## src/rtl/solution_packer.sv

```systemverilog
// Serialises a solved board (header byte, then row-major bitmap bytes) towards uart_tx
// using a send/tx_done handshake, and pulses done once the last byte is acknowledged.
module solution_packer #(
    parameter int MAX_ROWS = 11,
    parameter int MAX_COLS = 11
) (
    input  logic                           clk_50mhz,
    input  logic                           rst,
    input  logic                           valid_in,
    input  logic [MAX_ROWS*MAX_COLS-1:0]   solution,
    input  logic [$clog2(MAX_ROWS)-1:0]    m,
    input  logic [$clog2(MAX_COLS)-1:0]    n,
    input  logic                           tx_done,
    output logic                           send,
    output logic [7:0]                     byte_out,
    output logic                           done
);

    localparam int NCELL = MAX_ROWS * MAX_COLS;
    localparam int IW    = $clog2(NCELL);
    localparam int BPR   = (MAX_COLS + 7) / 8;
    localparam int RW    = (MAX_ROWS > 1) ? $clog2(MAX_ROWS) : 1;
    localparam int KW    = (BPR > 1) ? $clog2(BPR) : 1;

    localparam logic [1:0] S_IDLE = 2'd0;
    localparam logic [1:0] S_SEND = 2'd1;
    localparam logic [1:0] S_WAIT = 2'd2;

    logic [1:0]       r_state;
    logic [NCELL-1:0] r_sol;
    logic [3:0]       r_m;
    logic [3:0]       r_n;
    logic [RW-1:0]    r_row;
    logic [KW-1:0]    r_k;
    logic             r_hdr;
    logic             r_send;
    logic [7:0]       r_byte;
    logic             r_done;

    logic [3:0]       w_m_in;
    logic [3:0]       w_n_in;
    logic [1:0]       w_bpr;
    logic             w_more;
    logic [RW-1:0]    w_nrow;
    logic [KW-1:0]    w_nk;
    logic [7:0]       w_nxt_byte;

    function automatic logic [3:0] clamp4(input logic [3:0] v, input int lim);
        return (int'(v) > lim) ? 4'(lim) : v;
    endfunction

    // Columns at or beyond the board width are padded with zeros.
    function automatic logic [7:0] row_byte(input logic [NCELL-1:0] sol, input int row,
                                            input int k, input int ncols);
        logic [7:0]    b;
        logic [IW-1:0] idx;
        int            col;
        b = 8'h00;
        for (int i = 0; i < 8; i++) begin
            col = 8 * k + i;
            if (col < ncols && col < MAX_COLS) begin
                idx  = IW'(row * MAX_COLS + col);
                b[i] = sol[idx];
            end
        end
        return b;
    endfunction

    always_comb begin
        w_m_in = clamp4(4'(m), MAX_ROWS);
        w_n_in = clamp4(4'(n), MAX_COLS);
        w_bpr  = 2'(({1'b0, r_n} + 5'd7) >> 3);
        w_more = 1'b0;
        w_nrow = r_row;
        w_nk   = r_k;
        // Position of the byte that follows the one just acknowledged.
        if (r_hdr) begin
            w_more = (r_m != 4'd0) && (r_n != 4'd0);
            w_nrow = '0;
            w_nk   = '0;
        end else if (int'(r_k) + 1 < int'(w_bpr)) begin
            w_more = 1'b1;
            w_nk   = r_k + 1'b1;
        end else if (int'(r_row) + 1 < int'(r_m)) begin
            w_more = 1'b1;
            w_nrow = r_row + 1'b1;
            w_nk   = '0;
        end
        w_nxt_byte = row_byte(r_sol, int'(w_nrow), int'(w_nk), int'(r_n));
    end

    always_ff @(posedge clk_50mhz) begin
        if (rst) begin
            r_state <= S_IDLE;
            r_m     <= 4'd0;
            r_n     <= 4'd0;
            r_row   <= '0;
            r_k     <= '0;
            r_hdr   <= 1'b0;
            r_send  <= 1'b0;
            r_byte  <= 8'h00;
            r_done  <= 1'b0;
        end else begin
            r_send <= 1'b0;
            r_done <= 1'b0;
            case (r_state)
                S_IDLE: begin
                    if (valid_in) begin
                        r_m     <= w_m_in;
                        r_n     <= w_n_in;
                        r_row   <= '0;
                        r_k     <= '0;
                        r_hdr   <= 1'b1;
                        r_byte  <= {w_m_in, w_n_in};
                        r_send  <= 1'b1;
                        r_state <= S_SEND;
                    end
                end
                S_SEND: r_state <= S_WAIT;
                S_WAIT: begin
                    if (tx_done) begin
                        if (w_more) begin
                            r_row   <= w_nrow;
                            r_k     <= w_nk;
                            r_hdr   <= 1'b0;
                            r_byte  <= w_nxt_byte;
                            r_send  <= 1'b1;
                            r_state <= S_SEND;
                        end else begin
                            r_done  <= 1'b1;
                            r_state <= S_IDLE;
                        end
                    end
                end
                default: r_state <= S_IDLE;
            endcase
        end
    end

    // Bitmap is captured only on an accepted start, so it stays frozen for the whole frame.
    always_ff @(posedge clk_50mhz) begin
        if (!rst && r_state == S_IDLE && valid_in) begin
            r_sol <= solution;
        end
    end

    assign send     = r_send;
    assign byte_out = r_byte;
    assign done     = r_done;

endmodule

```

## config.mk

```make
export PLATFORM = sky130hd
export DESIGN_NAME = solution_packer
export DESIGN_NICKNAME = d
export VERILOG_FILES = /design/src/rtl/solution_packer.sv
export SDC_FILE = /design/constraint.sdc
export NUM_CORES = 1
export LEC_CHECK = 0
export CAP_MARGIN = 5
export CORE_ASPECT_RATIO = 0.75
export CORE_UTILIZATION = 40
export CTS_CLUSTER_SIZE = 16
export DETAILED_ROUTE_END_ITERATION = 16
export MAX_ROUTING_LAYER = met4
export PLACE_DENSITY = 0.64
export SYNTH_ARGS = -nofsm -noshare
export SYNTH_HDL_FRONTEND = slang
export SYNTH_SLANG_ARGS = --single-unit
```

## constraint.sdc

```tcl
create_clock -name clk_50mhz -period 17.5 [get_ports clk_50mhz]
set_clock_uncertainty 0.05 [all_clocks]
set_input_delay 4.375 -clock clk_50mhz [delete_from_list [all_inputs] [get_ports clk_50mhz]]
set_output_delay 4.375 -clock clk_50mhz [all_outputs]
set_load 0.01 [all_outputs]
```

==> impl_metrics.env <==
export IMPL_antennaDiodeCount=0
export IMPL_stdcell_area_um2=15100
export IMPL_power_frac_comb=0.415
export IMPL_max_freq_ghz=0.125
export IMPL_drt_total_wl_mm=50.3
export IMPL_async_reset_ff_frac=0
export IMPL_finalHoldViolations=0
export IMPL_post_drt_wl_per_cell_um=25.8
export IMPL_cp_common_cell="ha_1"
export IMPL_ant_nets=0
export IMPL_die_area_um2=32800
export IMPL_max_stage_delay_ns=0.75
export IMPL_cts_buffers=17
export IMPL_grt_start_max_net_pins=73
export IMPL_r2r_end="byte_out[7]$_SDFFE_PP0P_"
export IMPL_worstPathMaxFanout=61
export IMPL_synth_area_leader_cell="edfxtp_1"
export IMPL_grt_first_pass_wirelength_mm=75.6
export IMPL_required_ns=17.78
export IMPL_io_pin_count=143
export IMPL_cts_tree="yes"
export IMPL_rows=56
export IMPL_worstSetupStartpointType="flop"
export IMPL_hpwl_mm=37.0
export IMPL_h_tree_depth=4
export IMPL_power_switching_mw=0.499
export IMPL_hp_class="reg2reg"
export IMPL_dieWidth_um=209
export IMPL_p_leak_nw=5.78
export IMPL_fin_crit_sh=0.457
export IMPL_max_slew_worst_pin_slew_ns=1.15
export IMPL_clockRootBuffer="clkbuf_16"
export IMPL_dp_cells=1918
export IMPL_first_global_vias=11700
export IMPL_synthCells=1442
export IMPL_antenna_found_initial=0
export IMPL_core_area_um2=31400
export IMPL_clock_latency_ns=0.46
export IMPL_dpl_instance_area_um2=14600
export IMPL_clock_sinks=147
export IMPL_hold_buffers=0
export IMPL_setup_violations_final=0
export IMPL_min_path_cells=2
export IMPL_layoutNonFillerInstCount=1949
export IMPL_area_delta_synth_final_pct=17.8
export IMPL_overflow=0
export IMPL_syn_cell_area_um2=12800
export IMPL_die_y_um=157
export IMPL_relSlewSlack=0.228
export IMPL_drive_above_1_share=0.0868
export IMPL_pwr_share_clk=0.258
export IMPL_synth_seq_cells=147
export IMPL_hold_end="r_m[3]$_SDFFE_PP0P_"
export IMPL_yosysUniqueCellTypes=77
export IMPL_drv_cap=0
export IMPL_synth_warnings=0
export IMPL_status="finished, final reports clean"
export IMPL_holdWs_ns=0.442
export IMPL_sequentialPowerShare=0.328
export IMPL_ir_drop_uv=47.4
export IMPL_cts_setup_buffers=0
export IMPL_rr_startpoint="r_row[0]$_SDFFE_PP0P_"
export IMPL_final_max_slew_viol_count=0
export IMPL_grt_setup_unrepaired="no"
export IMPL_rrSetupSlack_ns=9.50
export IMPL_drc=0
export IMPL_ff2ff_path_depth=25
export IMPL_syn_nets=1606
export IMPL_synth_area_top_cells="edfxtp_1 28%, mux2i_1 13%, nand2_1 8.5%"
export IMPL_synth_edf_count=121
export IMPL_fin_crit_ns=8.00
export IMPL_setup_worst_path_end_class="flop"
export IMPL_viasPerCell=6.42
export IMPL_syn_area_per_cell_um2=8.90
export IMPL_internal_power_mw=0.787
export IMPL_switching_share=0.388
export IMPL_nets=1695
export IMPL_io_buffer_count=142
export IMPL_start_util=0.409
export IMPL_first_pass_iters=5
export IMPL_cts_buffer_depth=2
export IMPL_fill_cells=2935
export IMPL_gp_congestion=1.01
export IMPL_crit_path_top_delay_cell="buf_4"
export IMPL_powerDensity_nw_per_um2=85.1
export IMPL_drtIter0Drc=1603
export IMPL_num_vias=12500
export IMPL_ys_seq_area_frac=0.324
export IMPL_synth_top_area_share=0.283
export IMPL_path_class="reg2reg"
export IMPL_hp_start="r_m[3]$_SDFFE_PP0P_"
export IMPL_groute_usage_overall=0.318
export IMPL_arrival_ns=8.28
export IMPL_setup_tns_ns=0
export IMPL_synth_ff_type="edfxtp_1"
export IMPL_path_clk_slew_ns=0.07
export IMPL_cts_resized=0
-- worst max-delay path by stage --
stage | from | to
finish | r_row[0]$_SDFFE_PP0P_ | byte_out[7]$_SDFFE_PP0P_
global route | r_row[0]$_SDFFE_PP0P_ | byte_out[7]$_SDFFE_PP0P_
CTS | r_row[0]$_SDFFE_PP0P_ | byte_out[7]$_SDFFE_PP0P_
detailed placement | r_row[0]$_SDFFE_PP0P_ | byte_out[7]$_SDFFE_PP0P_
global placement | r_row[0]$_SDFFE_PP0P_ | byte_out[7]$_SDFFE_PP0P_
floorplan | rst | r_sol[0]$_DFFE_PP_
-- cell usage after synthesis (all sizes together), types with 33 or more instances --
library cell,n
nand2,289
mux2i,169
edfxtp,121
nand3,80
nor2,76
clkbuf,69
a21oi,66
buf,41
nor3,41
xnor2,35
a31oi,34
mux4,33
-- stage by stage --
stage	total power, mW	utilization	setup slack [ns]
2_1_floorplan	0.775	-	7.01
3_3_place_gp	0.945	0.465	9.86
3_5_place_dp	0.946	0.465	9.67
4_1_cts	1.28	0.481	9.64
5_1_grt	1.34	0.481	8.95
6_report	1.29	0.481	9.50
-- state kept, by name, indices dropped and copies added (netlist names) --
| name | flops |
|---|---|
| send | 1 |
| done | 1 |
| r_hdr | 1 |
| r_row | 4 |
| byte_out | 8 |
| r_state | 2 |
| r_m | 4 |
| r_k | 1 |
| r_sol | 121 |
| r_n | 4 |
-- power groups by stage --
stage	clock network, mW	registers, mW	logic (mW)
2_1_floorplan	0	0.420	0.356
3_3_place_gp	0	0.426	0.518
3_5_place_dp	0	0.427	0.519
4_1_cts	0.339	0.420	0.520
5_1_grt	0.352	0.422	0.566
6_report	0.331	0.421	0.533
-- placed cells by master (no fill, tap or decap), types with 34 or more instances in the layout --
| master | count |
|---|---|
| a21oi_1 | 66 |
| a31oi_1 | 34 |
| buf_4 | 38 |
| clkdlybuf4s50_1 | 142 |
| edfxtp_1 | 121 |
| mux2i_1 | 169 |
| nand2_1 | 289 |
| nand3_1 | 80 |
| nor2_1 | 75 |
| nor3_1 | 41 |
-- critical path, delay by kind of cell, from the launching register on --
family | cells | cell delay, ns
AOI/OAI and AO/OA | 8 | 2.04
xor gates and xnor gates | 2 | 0.38
adders and majority gates | 6 | 2.08
buffers and inverters | 5 | 1.93
DFF | 1 | 0.52
and+or+nand+nor | 4 | 0.83
-- cells by family after synthesis --
| kind of cell | synth area share |
|---|---|
| multiplexers | 0.202 |
| XOR/XNOR | 0.0377 |
| buffers and inverters | 0.0490 |
| adder cells (fa/ha/maj) | 0.0314 |
| flip-flops | 0.324 |
| AND/OR/NAND/NOR | 0.198 |
| AO/OA/AOI/OAI | 0.158 |
-- final cells by class --
cell class              count  area [um^2]  share of cell area
clock buffers              17          425              0.0282
flip-flops and latches    147         4150               0.275
repair buffers            180         1710               0.113
clock inverters            14         90.1             0.00596
multi-input cells        1161         8130               0.538
inverters                  24         92.6             0.00613
well taps                 406          508              0.0336
-- layer usage --
layer	vias up	wire [um]	global-route usage
met1	6129	23300	0.454
li1	5621	-	-
met2	673	20500	0.434
met5	-	0	-
met4	0	1150	0.0931
met3	82	5390	0.0868
Power figures use the tool's default switching activity.
==> variant, RTL diff (same flow settings) <==
`MAX_COLS`: 11 -> 12.
--- a/src/rtl/solution_packer.sv
+++ b/src/rtl/solution_packer.sv
@@ -3,5 +3,5 @@
 module solution_packer #(
     parameter int MAX_ROWS = 11,
-    parameter int MAX_COLS = 11
+    parameter int MAX_COLS = 12
 ) (
     input  logic                           clk_50mhz,
Interface: changed (resized solution); port bits go from 143 to 154. No check against the original RTL was run, so the function may have changed too.
==> variant against the unedited design <==
Clock power is 10% higher; setup slack gained 1.3 ns; power is 22% lower; synthesized area fell by 35%; routed wire length fell by 56%; final area fell by 29%; sequential cell count is 11 higher; critical path depth shrank 9; utilization grew 4.5 points; critical path type unchanged; highest routed layer unchanged.
==> variant: results (changes against the unedited design) <==
reg2reg start = r_row[0]$_SDFFE_PP0P_
Inst Count DP = 1034 (-46%)
Avg Cell Area, Syn = 13.3 um2 (+50%)
placed wire-length estimate = 16300 um (-56%)
GRT Total Usage = 22.2% (-9.6 points)
post-synthesis mux area share = 18.3% (-1.9 points)
r2r setup slk = 10.80 ns (+1.30 ns)
syn nets = 788 (-51%)
Max Clk Rate = 0.149 GHz (+19%)
Final #Nets = 930 (-45%)
initial DRC count = 679 (-58%)
CTS resizes = 0 (unchanged)
vias in the first global route = 6080 (-48%)
register area share after synthesis = 53.5% (+21 points)
Clock Latency Late Sink = 0.43 ns (-0.03 ns)
Top reg by flops = r_sol
Hold WS = 0.428 ns (-0.0143 ns)
Ant. Diodes = 0 (unchanged)
top cells by area, synth = edfxtp_1 47%, mux4_2 12%, dfxtp_1 6.2%
Worst path top cell family by delay = adder cells
comb pwr = 0.000195 W (-63%)
fraction of layout cells with a size suffix above 1 = 13.4% (+4.7 points)
placed inst area = 10100 um2 (-30%)
Clk. pwr = 0.000364 W (+10%)
total power = 0.000999 W (-22%)
critical path's largest stage delay = 0.88 ns (+0.13 ns)
Critical Path AT = 6.97 ns (-1.31 ns)
WL/cell = 21.0 um (-19%)
met2 Use GR = 33.0% (-10 points)
Port Buffers = 153 (+7.7%)
vias per cell = 5.81 (-9.5%)
worst reg2reg path endpoint = byte_out[4]$_SDFFE_PP0P_
Synth top cells by count = 132 x edfxtp_1, 74 x nand2_1, 46 x mux4_2
CP max FO = 68 (+11%)
Synth cell types = 75 (-2.6%)
clk buf depth = 2 (unchanged)
first-pass GRT wire length = 34200 um (-55%)
Synth Area in Compound Gates = 10.7% (-5.1 points)
pin count of the biggest net entering global routing = 89 (+22%)
hold endpoint = r_m[2]$_SDFFE_PP0P_
Slew @ Worst Pin = 1.07 ns (-0.0787 ns)
worst-case reg-to-reg path depth = 16 (-36%)
DR vias = 6193 (-50%)
net load switching power = 0.000269 W (-46%)
Post-synth EDFFs = 132 (+9.1%)
peak supply drop = 63.0 uV (+33%)
worst hold start = r_m[2]$_SDFFE_PP0P_
Leakage = 3.63 nW (-37%)
Async SR Flop Fraction = 0% (unchanged)
final RePlAce weighted congestion = 0.863 (-15%)
post-synthesis adder-cell area fraction = 2.33% (-0.81 points)
fillers = 1750 (-40%)
Slowest cell on crit path = ha_4
max FFs per register = 132 (+9.1%)
Global Route met3 Usage = 5.08% (-3.6 points)
M1 GR Usage = 30.1% (-15 points)
status = finished clean
XOR/XNOR Fraction of Synth Area = 0.836% (-2.9 points)
DR pass1 iterations = 7 (+2)
variant: cell count changes in the layout (fill, tap and decap cells not counted), moves of 25 or more:
cell	before	now
a311oi_1	27	2
nand3_1	80	25
nor2_1	75	24
xnor2_1	29	2
buf_4	38	7
nand2_1	289	74
mux2i_1	169	18
nor3_1	41	11
variant: per-layer routing:
metal | routed length [um] | up-vias | part of all wire (%)
li1 | - | 2808 | -
met1 | 10000 | 3067 | 45
met2 | 10100 | 286 | 45
met3 | 1780 | 32 | 8.0
met4 | 448 | 0 | 2.0
met5 | 0 | - | 0
variant: final cells by class:
type	count	area [um2]	area share (%)
clock inverter	14	149	1.39
tap	282	353	3.29
inverter	13	53.8	0.502
timing repair buffer	160	1580	14.8
multi-input combinational	421	3670	34.2
clock buffer	18	429	4.00
sequential	158	4480	41.8
variant: logic make-up after synthesis:
family | count (synthesis)
flip-flops | 158
multiplexers | 79
adder cells (fa/ha/maj) | 15
buffers and inverters | 50
XOR/XNOR | 8
AO/OA/AOI/OAI | 131
AND/OR/NAND/NOR | 188
